## src/rtl/instr_loader_if.sv

```systemverilog
// Handshake and write-port bundle between the byte-stream source, the loader and instruction memory.
interface instr_loader_if;
    logic        start_i;
    logic        byte_valid_i;
    logic [7:0]  byte_data_i;
    logic        byte_ready_o;
    logic        imem_wEN_o;
    logic [31:0] imem_addr_o;
    logic [31:0] imem_data_o;
    logic        core_nRST_o;
    logic        busy_o;
    logic        done_o;
    logic        err_o;

    modport slave (
        input  start_i, byte_valid_i, byte_data_i,
        output byte_ready_o, imem_wEN_o, imem_addr_o, imem_data_o,
        output core_nRST_o, busy_o, done_o, err_o
    );

    modport master (
        output start_i, byte_valid_i, byte_data_i,
        input  byte_ready_o, imem_wEN_o, imem_addr_o, imem_data_o,
        input  core_nRST_o, busy_o, done_o, err_o
    );
endinterface

```

## src/rtl/instr_loader.sv

```systemverilog
// Serial instruction loader: header word count, little-endian payload words into imem, core held in reset until done.
// Optional trailing XOR checksum byte enabled by defining LOADER_CKSUM_EN.
module instr_loader #(
    parameter int          DEPTH_WORDS = 256,
    parameter logic [31:0] BASE_ADDR   = 32'h0
) (
    input logic           CLK,
    input logic           nRST,
    instr_loader_if.slave bus
);
    typedef enum logic [2:0] {
        IDLE,
        HDR,
        DATA,
`ifdef LOADER_CKSUM_EN
        CKSUM,
`endif
        DONE,
        ERR
    } state_t;

    state_t      state, state_nxt;
    logic [1:0]  byte_cnt;
    logic [7:0]  n_lo;
    logic [15:0] n_words;
    logic [15:0] idx;
    logic [23:0] word_buf;
    logic        wen;
    logic [31:0] addr;
    logic [31:0] data;
    logic        ready;
    logic        busy;
    logic        accept;
    logic        start_ok;
    logic        last_word;
    logic        hdr_bad;
    logic [15:0] hdr_n;
`ifdef LOADER_CKSUM_EN
    logic [7:0]  cksum;
`endif

    assign accept    = bus.byte_valid_i && ready;
    assign start_ok  = bus.start_i && (state == IDLE || state == DONE || state == ERR);
    assign hdr_n     = {bus.byte_data_i, n_lo};
    assign hdr_bad   = (hdr_n == 16'd0) || ({16'd0, hdr_n} > 32'(DEPTH_WORDS));
    assign last_word = (idx == (n_words - 16'd1));

    always_comb begin
        ready = 1'b0;
        busy  = 1'b0;
        case (state)
            HDR:   begin ready = 1'b1; busy = 1'b1; end
            DATA:  begin ready = !wen; busy = 1'b1; end
`ifdef LOADER_CKSUM_EN
            CKSUM: begin ready = 1'b1; busy = 1'b1; end
`endif
            default: ;
        endcase
    end

    always_ff @(posedge CLK or negedge nRST) begin
        if (!nRST) state <= IDLE;
        else       state <= state_nxt;
    end

    always_comb begin
        state_nxt = state;
        case (state)
            IDLE, DONE, ERR: if (bus.start_i) state_nxt = HDR;
            HDR: if (accept && byte_cnt == 2'd1) state_nxt = hdr_bad ? ERR : DATA;
            // The strobe cycle doubles as the decision point for leaving DATA.
            DATA: if (wen && last_word) begin
`ifdef LOADER_CKSUM_EN
                state_nxt = CKSUM;
`else
                state_nxt = DONE;
`endif
            end
`ifdef LOADER_CKSUM_EN
            CKSUM: if (accept) state_nxt = (bus.byte_data_i == cksum) ? DONE : ERR;
`endif
            default: state_nxt = IDLE;
        endcase
    end

    always_ff @(posedge CLK or negedge nRST) begin
        if (!nRST) begin
            byte_cnt <= 2'd0;
            n_lo     <= 8'd0;
            n_words  <= 16'd0;
            idx      <= 16'd0;
            word_buf <= 24'd0;
            wen      <= 1'b0;
            addr     <= 32'd0;
            data     <= 32'd0;
`ifdef LOADER_CKSUM_EN
            cksum    <= 8'd0;
`endif
        end else begin
            wen <= 1'b0;
            if (start_ok) begin
                byte_cnt <= 2'd0;
                idx      <= 16'd0;
`ifdef LOADER_CKSUM_EN
                cksum    <= 8'd0;
`endif
            end
            if (state == HDR && accept) begin
`ifdef LOADER_CKSUM_EN
                cksum <= cksum ^ bus.byte_data_i;
`endif
                if (byte_cnt == 2'd0) begin
                    n_lo     <= bus.byte_data_i;
                    byte_cnt <= 2'd1;
                end else begin
                    n_words  <= hdr_n;
                    byte_cnt <= 2'd0;
                end
            end
            if (state == DATA) begin
                if (wen) begin
                    idx <= idx + 16'd1;
                end else if (accept) begin
`ifdef LOADER_CKSUM_EN
                    cksum <= cksum ^ bus.byte_data_i;
`endif
                    byte_cnt <= byte_cnt + 2'd1;
                    case (byte_cnt)
                        2'd0: word_buf[7:0]   <= bus.byte_data_i;
                        2'd1: word_buf[15:8]  <= bus.byte_data_i;
                        2'd2: word_buf[23:16] <= bus.byte_data_i;
                        default: begin
                            data <= {bus.byte_data_i, word_buf};
                            addr <= BASE_ADDR + {14'd0, idx, 2'b00};
                            wen  <= 1'b1;
                        end
                    endcase
                end
            end
        end
    end

    assign bus.byte_ready_o = ready;
    assign bus.busy_o       = busy;
    assign bus.imem_wEN_o   = wen;
    assign bus.imem_addr_o  = addr;
    assign bus.imem_data_o  = data;
    assign bus.done_o       = (state == DONE);
    assign bus.err_o        = (state == ERR);
    assign bus.core_nRST_o  = (state == DONE);
endmodule

```

## src/flat_wrapper.sv

```systemverilog
// flat-port wrapper written by rule: the top's interface ports become plain ports
module instr_loader_flat 
#(
    parameter int          DEPTH_WORDS = 256,
    parameter logic [31:0] BASE_ADDR   = 32'h0
)
  (CLK, nRST, bus_start_i, bus_byte_valid_i, bus_byte_data_i, bus_byte_ready_o, bus_imem_wEN_o, bus_imem_addr_o, bus_imem_data_o, bus_core_nRST_o, bus_busy_o, bus_done_o, bus_err_o);
  instr_loader_if bus_i ();
  input logic CLK;
  input logic nRST;
  input wire logic [$bits(bus_i.start_i)-1:0] bus_start_i;
  input wire logic [$bits(bus_i.byte_valid_i)-1:0] bus_byte_valid_i;
  input wire logic [$bits(bus_i.byte_data_i)-1:0] bus_byte_data_i;
  output wire logic [$bits(bus_i.byte_ready_o)-1:0] bus_byte_ready_o;
  output wire logic [$bits(bus_i.imem_wEN_o)-1:0] bus_imem_wEN_o;
  output wire logic [$bits(bus_i.imem_addr_o)-1:0] bus_imem_addr_o;
  output wire logic [$bits(bus_i.imem_data_o)-1:0] bus_imem_data_o;
  output wire logic [$bits(bus_i.core_nRST_o)-1:0] bus_core_nRST_o;
  output wire logic [$bits(bus_i.busy_o)-1:0] bus_busy_o;
  output wire logic [$bits(bus_i.done_o)-1:0] bus_done_o;
  output wire logic [$bits(bus_i.err_o)-1:0] bus_err_o;
  assign bus_i.start_i = bus_start_i;
  assign bus_i.byte_valid_i = bus_byte_valid_i;
  assign bus_i.byte_data_i = bus_byte_data_i;
  assign bus_byte_ready_o = bus_i.byte_ready_o;
  assign bus_imem_wEN_o = bus_i.imem_wEN_o;
  assign bus_imem_addr_o = bus_i.imem_addr_o;
  assign bus_imem_data_o = bus_i.imem_data_o;
  assign bus_core_nRST_o = bus_i.core_nRST_o;
  assign bus_busy_o = bus_i.busy_o;
  assign bus_done_o = bus_i.done_o;
  assign bus_err_o = bus_i.err_o;
  instr_loader #(.DEPTH_WORDS(DEPTH_WORDS), .BASE_ADDR(BASE_ADDR)) u_core (.CLK(CLK), .nRST(nRST), .bus(bus_i));
endmodule
```

## config.mk

```make
export PLATFORM = sky130hd
export DESIGN_NAME = instr_loader_flat
export DESIGN_NICKNAME = d
export VERILOG_FILES = /design/src/rtl/instr_loader_if.sv /design/src/rtl/instr_loader.sv /design/src/flat_wrapper.sv
export SDC_FILE = /design/constraint.sdc
export NUM_CORES = 1
export LEC_CHECK = 0
export CORE_UTILIZATION = 54
export DETAILED_ROUTE_END_ITERATION = 12
export GPL_TIMING_DRIVEN = 0
export PLACE_DENSITY = 0.9
export SETUP_SLACK_MARGIN = 0.5
export SYNTH_ARGS = -nofsm -noshare
export SYNTH_HDL_FRONTEND = slang
export SYNTH_SLANG_ARGS = --single-unit
```

## constraint.sdc

```tcl
create_clock -name CLK -period 2.4 [get_ports CLK]
set_input_delay 0.48 -clock CLK [delete_from_list [all_inputs] [get_ports CLK]]
set_output_delay 0.48 -clock CLK [all_outputs]
set_load 0.01 [all_outputs]
```

Word-level counts from Yosys, hierarchy flattened:

Index checks and enable logic that the tools add are counted.

* output and inout port bits: 70
* input port bits: 12
* flip-flop bits (word level): 118

* reductions and logical operators: 22
* bitwise logic cells: 3
* magnitude comparators: 1
* $add $sub $neg: 3
* eq/ne operators: 10
* multiplexer cells: 20

Operators by type and width (count)
* $mux 16: 3
* $add 16x1->16 const B: 1
* $eq 16x16->1: 1
* $gt 16x9->1 const B: 1
* $logic_not 16->1: 1
* $reduce_and 4->1: 4
* $sub 16x1->16 const B: 1
* $mux 3: 4
* $mux 2: 5
* $pmux 3 s3: 1
* $eq 3x2->1 const B: 2
* $mux 1: 6
* $reduce_or 3->1: 2
* $logic_and 1x1->1: 5
* $ne 2x1->1 const B: 2
* $reduce_and 2->1: 2
* $eq 3x1->1 const B: 1
* $eq 3x3->1 const B: 1
* $logic_not 3->1: 1
* $logic_or 1x1->1: 3
* $not 1->1: 3
* $reduce_and 3->1: 1
* $add 2x1->2 const B: 1
* $eq 2x1->1 const B: 1
* 6 further kinds: 6

Logic depth before layout (Yosys ltp):

* depth in word-level cells: 9
* gate-level depth with buffers: 9
* gate-level depth less buffers: 9

Least setup slack after synthesis:

OpenSTA, ideal clock, no wires.

* kind: register to register
* start: register u_core.n_words[4]
* end: register u_core.state[0]
* setup slack: 577 ps
* library setup time: 92 ps
* stages on the path, launching flop included: 8
* arrival time: 1731 ps
* clock period less this slack: 1823 ps
* required time: 2308 ps
* path through: dfrtp_1 -> nor4_4 -> nand3_1 -> xnor2_1 -> o221a_1 -> o22ai_1 -> o211ai_1 -> o31ai_2

* longest elaborated chain between the ends: 5

RTL lines
* from (decl): RTL line instr_loader.sv:25 `logic [15:0] n_words;`
* from (signal assigned): RTL line instr_loader.sv:116 `n_words <= hdr_n;`
* $sub 16x1->16: RTL line instr_loader.sv:46 `assign last_word = (idx == (n_words - 16'd1));`
* $eq 16x16->1: RTL line instr_loader.sv:46
* $logic_and 1x1->1: RTL line instr_loader.sv:72 `DATA: if (wen && last_word) begin`
* $ne 2x1->1 (no source line)
* $reduce_and 3->1 (no source line)
* to (signal assigned): RTL line instr_loader.sv:63 `else state <= state_nxt;`
* to (decl): RTL line instr_loader.sv:22 `state_t state, state_nxt;`

Every way passes these cells.
A chain may end at the register's enable or synchronous reset.

Final worst setup path:

* start: register u_core.n_words[5]
* end: register u_core.state[0]

Same word-level chain as after synthesis.

==> results summary <==
The signal on the critical path passes through nor4_4, nand4_1, nor3_1, a31oi_1, o21ai_0, a21oi_1, o31ai_2. Max-cap violations in this run came to 0. The flip-flop and latch count after synthesis came out at 118. The post-synthesis compound-gate area fraction is 6.03%. The largest net degree at the start of global routing is 79. The weighted congestion at the end of routability-driven global placement is 0.911. In this run, the clock network consumes 32.1% of the power. The required time reported for the critical path endpoint is 2.79 ns. The vertical die dimension came out at 103 um. The clock-pin slew on the worst setup and hold paths came out at 0.06 ns. The synthesized-area fraction occupied by adder cells is 1.37%. In this run the power spent charging and discharging nets is 2350 uW.

The synthesized cell area came out at 5480 um2. The switching fraction of total power came out at 34.0%. The H-tree generated during clock tree synthesis spans 4 levels. The proportion of layout cells with a drive suffix above 1 is 33.9%. The cell at the slowest stage of the critical path is sky130_fd_sc_hd__dfrtp_2. The share of the clock period used by the worst path is 102%. The clock skew is 0.0135 ns. The measured slew at the worst slew-check pin is 0.550 ns. TritonCTS built the clock tree. The number of violations reported at the end of detailed-routing iteration 0 is 340. The data arrival time at the worst-slack endpoint is 2.83 ns. The number of setup violations in the final report is 1. The placed cell count came out at 662. The finished layout holds 731 standard cells, fillers aside.

The number of routed nets with antenna violations is 0. The minimum clock period after layout is 2.44 ns. The type of the setup path with the least slack is reg -> reg. The core region is 9820 um2. The most used flip-flop cell after synthesis is sky130_fd_sc_hd__dfrtp_1. The total die area came out at 10500 um2.

For this design the top-level I/O count stands at 82. The type of destination of the critical path is a flop. The internal power component is 4570 uW. The clock network latency to the later pin of the worst-skew pair came out at 0.53 ns. The count of final max-slew check failures came out at 0. The number of unique standard cell types used by synthesis is 51. The final route contains 4344 vias.

The via count of the first global-routing pass came out at 4343. The tree is rooted in a sky130_fd_sc_hd__clkbuf_8. The portion of the post-synthesis area used by sequential elements is 53.9%. The final net count is 603. The first-pass GRT wire length is 21700 um.

The floorplan has 36 rows. Dividing total power by cell area gives a power density of 901 nW/um2. In this run, synthesis inferred 0 flip-flops with an integrated enable. The worst slew slack as a fraction of its limit is 63.4%. The reported leakage power came out at 0.00422 uW. In this run the mean area of a mapped cell was 12.2 um2. The cell count of the worst reg-to-reg path is 7. Port buffering added 65 buffers.

The final reports fail on negative setup slack. The number of detailed-routing iterations run before antenna repair is 5. The share of the synthesized area in the top cell type is 53.9%. The total global routing track utilization is 27.7%. The average routed wire per standard cell is 21.4 um.

Detailed placement finished with a half-perimeter wire length of 8160 um. Setup slack on the worst reg-to-reg path comes out at -0.04 ns. The post-synthesis async set-or-reset flop share came out at 100%. The highest attainable clock frequency came out at 0.410 GHz. The total CTS buffers came out at 17. The fraction of synthesized cell area in xor and xnor cells came out at 3.52%. After detailed routing, the total wire length is 15700 um. Prior to clock tree synthesis, the placed netlist has a worst setup slack of 0.0470 ns. The run finished, with violations left. The aggregate negative setup slack is -0.0407 ns. By area, the combinational part of the netlist is dominated by multiplexers. The worst voltage drop across the vdd grid came out at 673 uV. The DRC violations left came out at 0. The number of hold-slack violations in the final timing report came out at 0.

The worst setup path is launched from a flop. The initial core utilization is 55.8%. The synthesized-area fraction occupied by and/or/nand/nor cells came out at 10.8%. The detail-routed via count per cell came out at 5.94. The type of the worst min-delay path is in -> async. Registers are responsible for 37.1% of the overall power.

The number of antenna violations at the first check in global routing is 0. The tree built by TritonCTS fans out to 118 sinks. Global routing finished with a remaining overflow of 0. Measured against the total synthesized area, the mux share comes to 19.6%.

In the post-synthesis netlist, the biggest area contributors are sky130_fd_sc_hd__dfrtp_1 (54%), sky130_fd_sc_hd__mux2_1 (10%), sky130_fd_sc_hd__mux2_2 (8.4%). The maximum fanout along the worst path is 4. The deepest clock path buffer count is 2.

The total inserted antenna cells came out at 0. The largest total area in the synthesized netlist belongs to sky130_fd_sc_hd__dfrtp_1. The x dimension of the die is 103 um. The count of yosys warnings during synthesis came out at 0.

The area added between synthesis and finish is 40.2%. The worst-case setup margin in the final layout is -0.0407 ns. The part of the total power dissipated in combinational logic is 30.8%.

After technology mapping, the gate count stands at 448. Setup repair after global routing could not meet its margin everywhere. The delay contributed by the slowest stage of the critical path came out at 0.45 ns.
flip-flops by register name, indices dropped and copies added, names as in the netlist:
name                    count
u_core.n_words             16
u_core.bus.imem_wEN_o       1
u_core.n_lo                 8
u_core.word_buf            24
u_core.byte_cnt             2
u_core.bus.imem_addr_o     16
u_core.idx                 16
u_core.bus.imem_data_o     32
u_core.state                3
worst max-delay path: cells and delay by family, from the launching register on:
family / cells / cell delay (ns)
and+or+nand+nor: 3 / 1.05
AOI/OAI and AO/OA: 4 / 0.80
DFF: 1 / 0.45
logic make-up (layout without fill, tap and decap cells):
group                      Yosys count  count (layout)
AOI/OAI and AO/OA                   51              51
adders and majority gates            6               6
xor gates and xnor gates            22              22
other                                1              16
DFF                                118             118
and+or+nand+nor                    111             112
buffers and inverters               43             177
muxes                               96              96
cells in the mapped netlist (all sizes together), types with 2 or more instances:
| library cell | count |
|---|---|
| dfrtp | 118 |
| mux2 | 92 |
| buf | 28 |
| nand2 | 25 |
| nor2 | 22 |
| nand3 | 20 |
| o21ai | 17 |
| xor2 | 13 |
| inv | 10 |
| a21oi | 9 |
| nand4 | 9 |
| xnor2 | 9 |
| nor4 | 8 |
| and3 | 6 |
| ha | 6 |
| clkbuf | 5 |
| nor3 | 5 |
| mux2i | 4 |
| o211ai | 4 |
| a31oi | 3 |
| nand2b | 3 |
| nor2b | 3 |
| nor4b | 3 |
| o22ai | 3 |
| o31ai | 3 |
| a22oi | 2 |
| and2 | 2 |
| o21a | 2 |
| o311ai | 2 |
repair_timing:
action	4_1_cts	5_1_grt
resized for setup	75	90
setup buffers	21	10
gates cloned	0	5
hold buffers	1	0
pin swaps	11	10
hold endpoints to repair	40	0
setup endpoints to repair	74	130
per-layer routing:
| metal | vias to the layer above | part of all wire [%] | routed length, um | track usage, % |
|---|---|---|---|---|
| li1 | 1853 | - | - | - |
| met1 | 2177 | 38 | 5950 | 33.1 |
| met2 | 247 | 51 | 7940 | 47.1 |
| met3 | 67 | 7.3 | 1140 | 6.85 |
| met4 | 0 | 4.0 | 627 | 12.9 |
| met5 | - | 0 | 0 | 0 |
power by group through the flow:
stage / Clock (uW) / Sequential, uW / Combinational (uW)
6_report: 2220 / 2570 / 2130
5_1_grt: 2330 / 2580 / 2240
3_3_place_gp: 0 / 2500 / 1220
3_5_place_dp: 0 / 2530 / 1310
4_1_cts: 2210 / 2530 / 1670
2_1_floorplan: 0 / 2450 / 985
cells in the final DEF, fill, tap and decap left out, types with 4 or more instances in the layout:
cell type,n
sky130_fd_sc_hd__dfrtp_1,110
sky130_fd_sc_hd__mux2_1,46
sky130_fd_sc_hd__buf_4,44
sky130_fd_sc_hd__mux2_2,42
sky130_fd_sc_hd__dlymetal6s2s_1,29
sky130_fd_sc_hd__nand2_1,20
sky130_fd_sc_hd__clkbuf_16,20
sky130_fd_sc_hd__nand3_1,18
sky130_fd_sc_hd__conb_1,16
sky130_fd_sc_hd__dlygate4sd2_1,16
sky130_fd_sc_hd__nor2_1,14
sky130_fd_sc_hd__o21ai_0,14
sky130_fd_sc_hd__clkdlybuf4s50_1,14
sky130_fd_sc_hd__xor2_1,12
sky130_fd_sc_hd__buf_6,9
sky130_fd_sc_hd__nand4_1,9
sky130_fd_sc_hd__a21oi_1,8
sky130_fd_sc_hd__dfrtp_2,8
sky130_fd_sc_hd__clkbuf_1,6
sky130_fd_sc_hd__xnor2_1,6
sky130_fd_sc_hd__inv_1,6
sky130_fd_sc_hd__buf_12,5
sky130_fd_sc_hd__ha_1,5
sky130_fd_sc_hd__clkinv_2,5
sky130_fd_sc_hd__clkinvlp_4,5
sky130_fd_sc_hd__inv_2,4
sky130_fd_sc_hd__nor2_4,4
sky130_fd_sc_hd__nor2_2,4
sky130_fd_sc_hd__nand2_2,4
sky130_fd_sc_hd__buf_2,4
sky130_fd_sc_hd__o211ai_1,4
sky130_fd_sc_hd__mux2i_1,4
sky130_fd_sc_hd__nor4_1,4
sky130_fd_sc_hd__nor3_1,4
sky130_fd_sc_hd__mux2_4,4
worst paths after layout:
check	startpoint	endpoint
worst max-delay path	u_core.n_words[5]$_DFFE_PN0P_	u_core.state[0]$_DFFE_PN0P_
worst min-delay path	nRST	u_core.state[1]$_DFFE_PN0P_
worst max register to register	u_core.n_words[5]$_DFFE_PN0P_	u_core.state[0]$_DFFE_PN0P_
worst min register to register	u_core.bus.imem_addr_o[13]$_DFFE_PN0P_	u_core.bus.imem_addr_o[13]$_DFFE_PN0P_
max in group asynchronous	nRST	u_core.n_words[3]$_DFFE_PN0P_
min in group CLK	u_core.bus.imem_addr_o[13]$_DFFE_PN0P_	u_core.bus.imem_addr_o[13]$_DFFE_PN0P_
metrics by stage:
step | hold WS, ns | total power, uW | utilization [%] | instance area, um2
after floorplan | 0.184 | 3440 | - | 5530
after global placement | 0.462 | 3730 | 64.7 | 6350
after detailed placement | 0.469 | 3830 | 64.9 | 6370
after CTS | 0.490 | 6410 | 73.0 | 7170
after global routing | 0.502 | 7140 | 78.2 | 7680
final | 0.484 | 6920 | 78.2 | 7680
final cells by class:
type | instances | area [um2]
sequential | 118 | 2960
multi-input combinational | 303 | 2600
fill | 592 | 2140
timing repair buffer | 102 | 1090
clock buffer | 20 | 435
buffer | 33 | 307
tap | 133 | 166
clock inverter | 12 | 80.1
inverter | 10 | 37.5
Power figures use the tool's default switching activity.
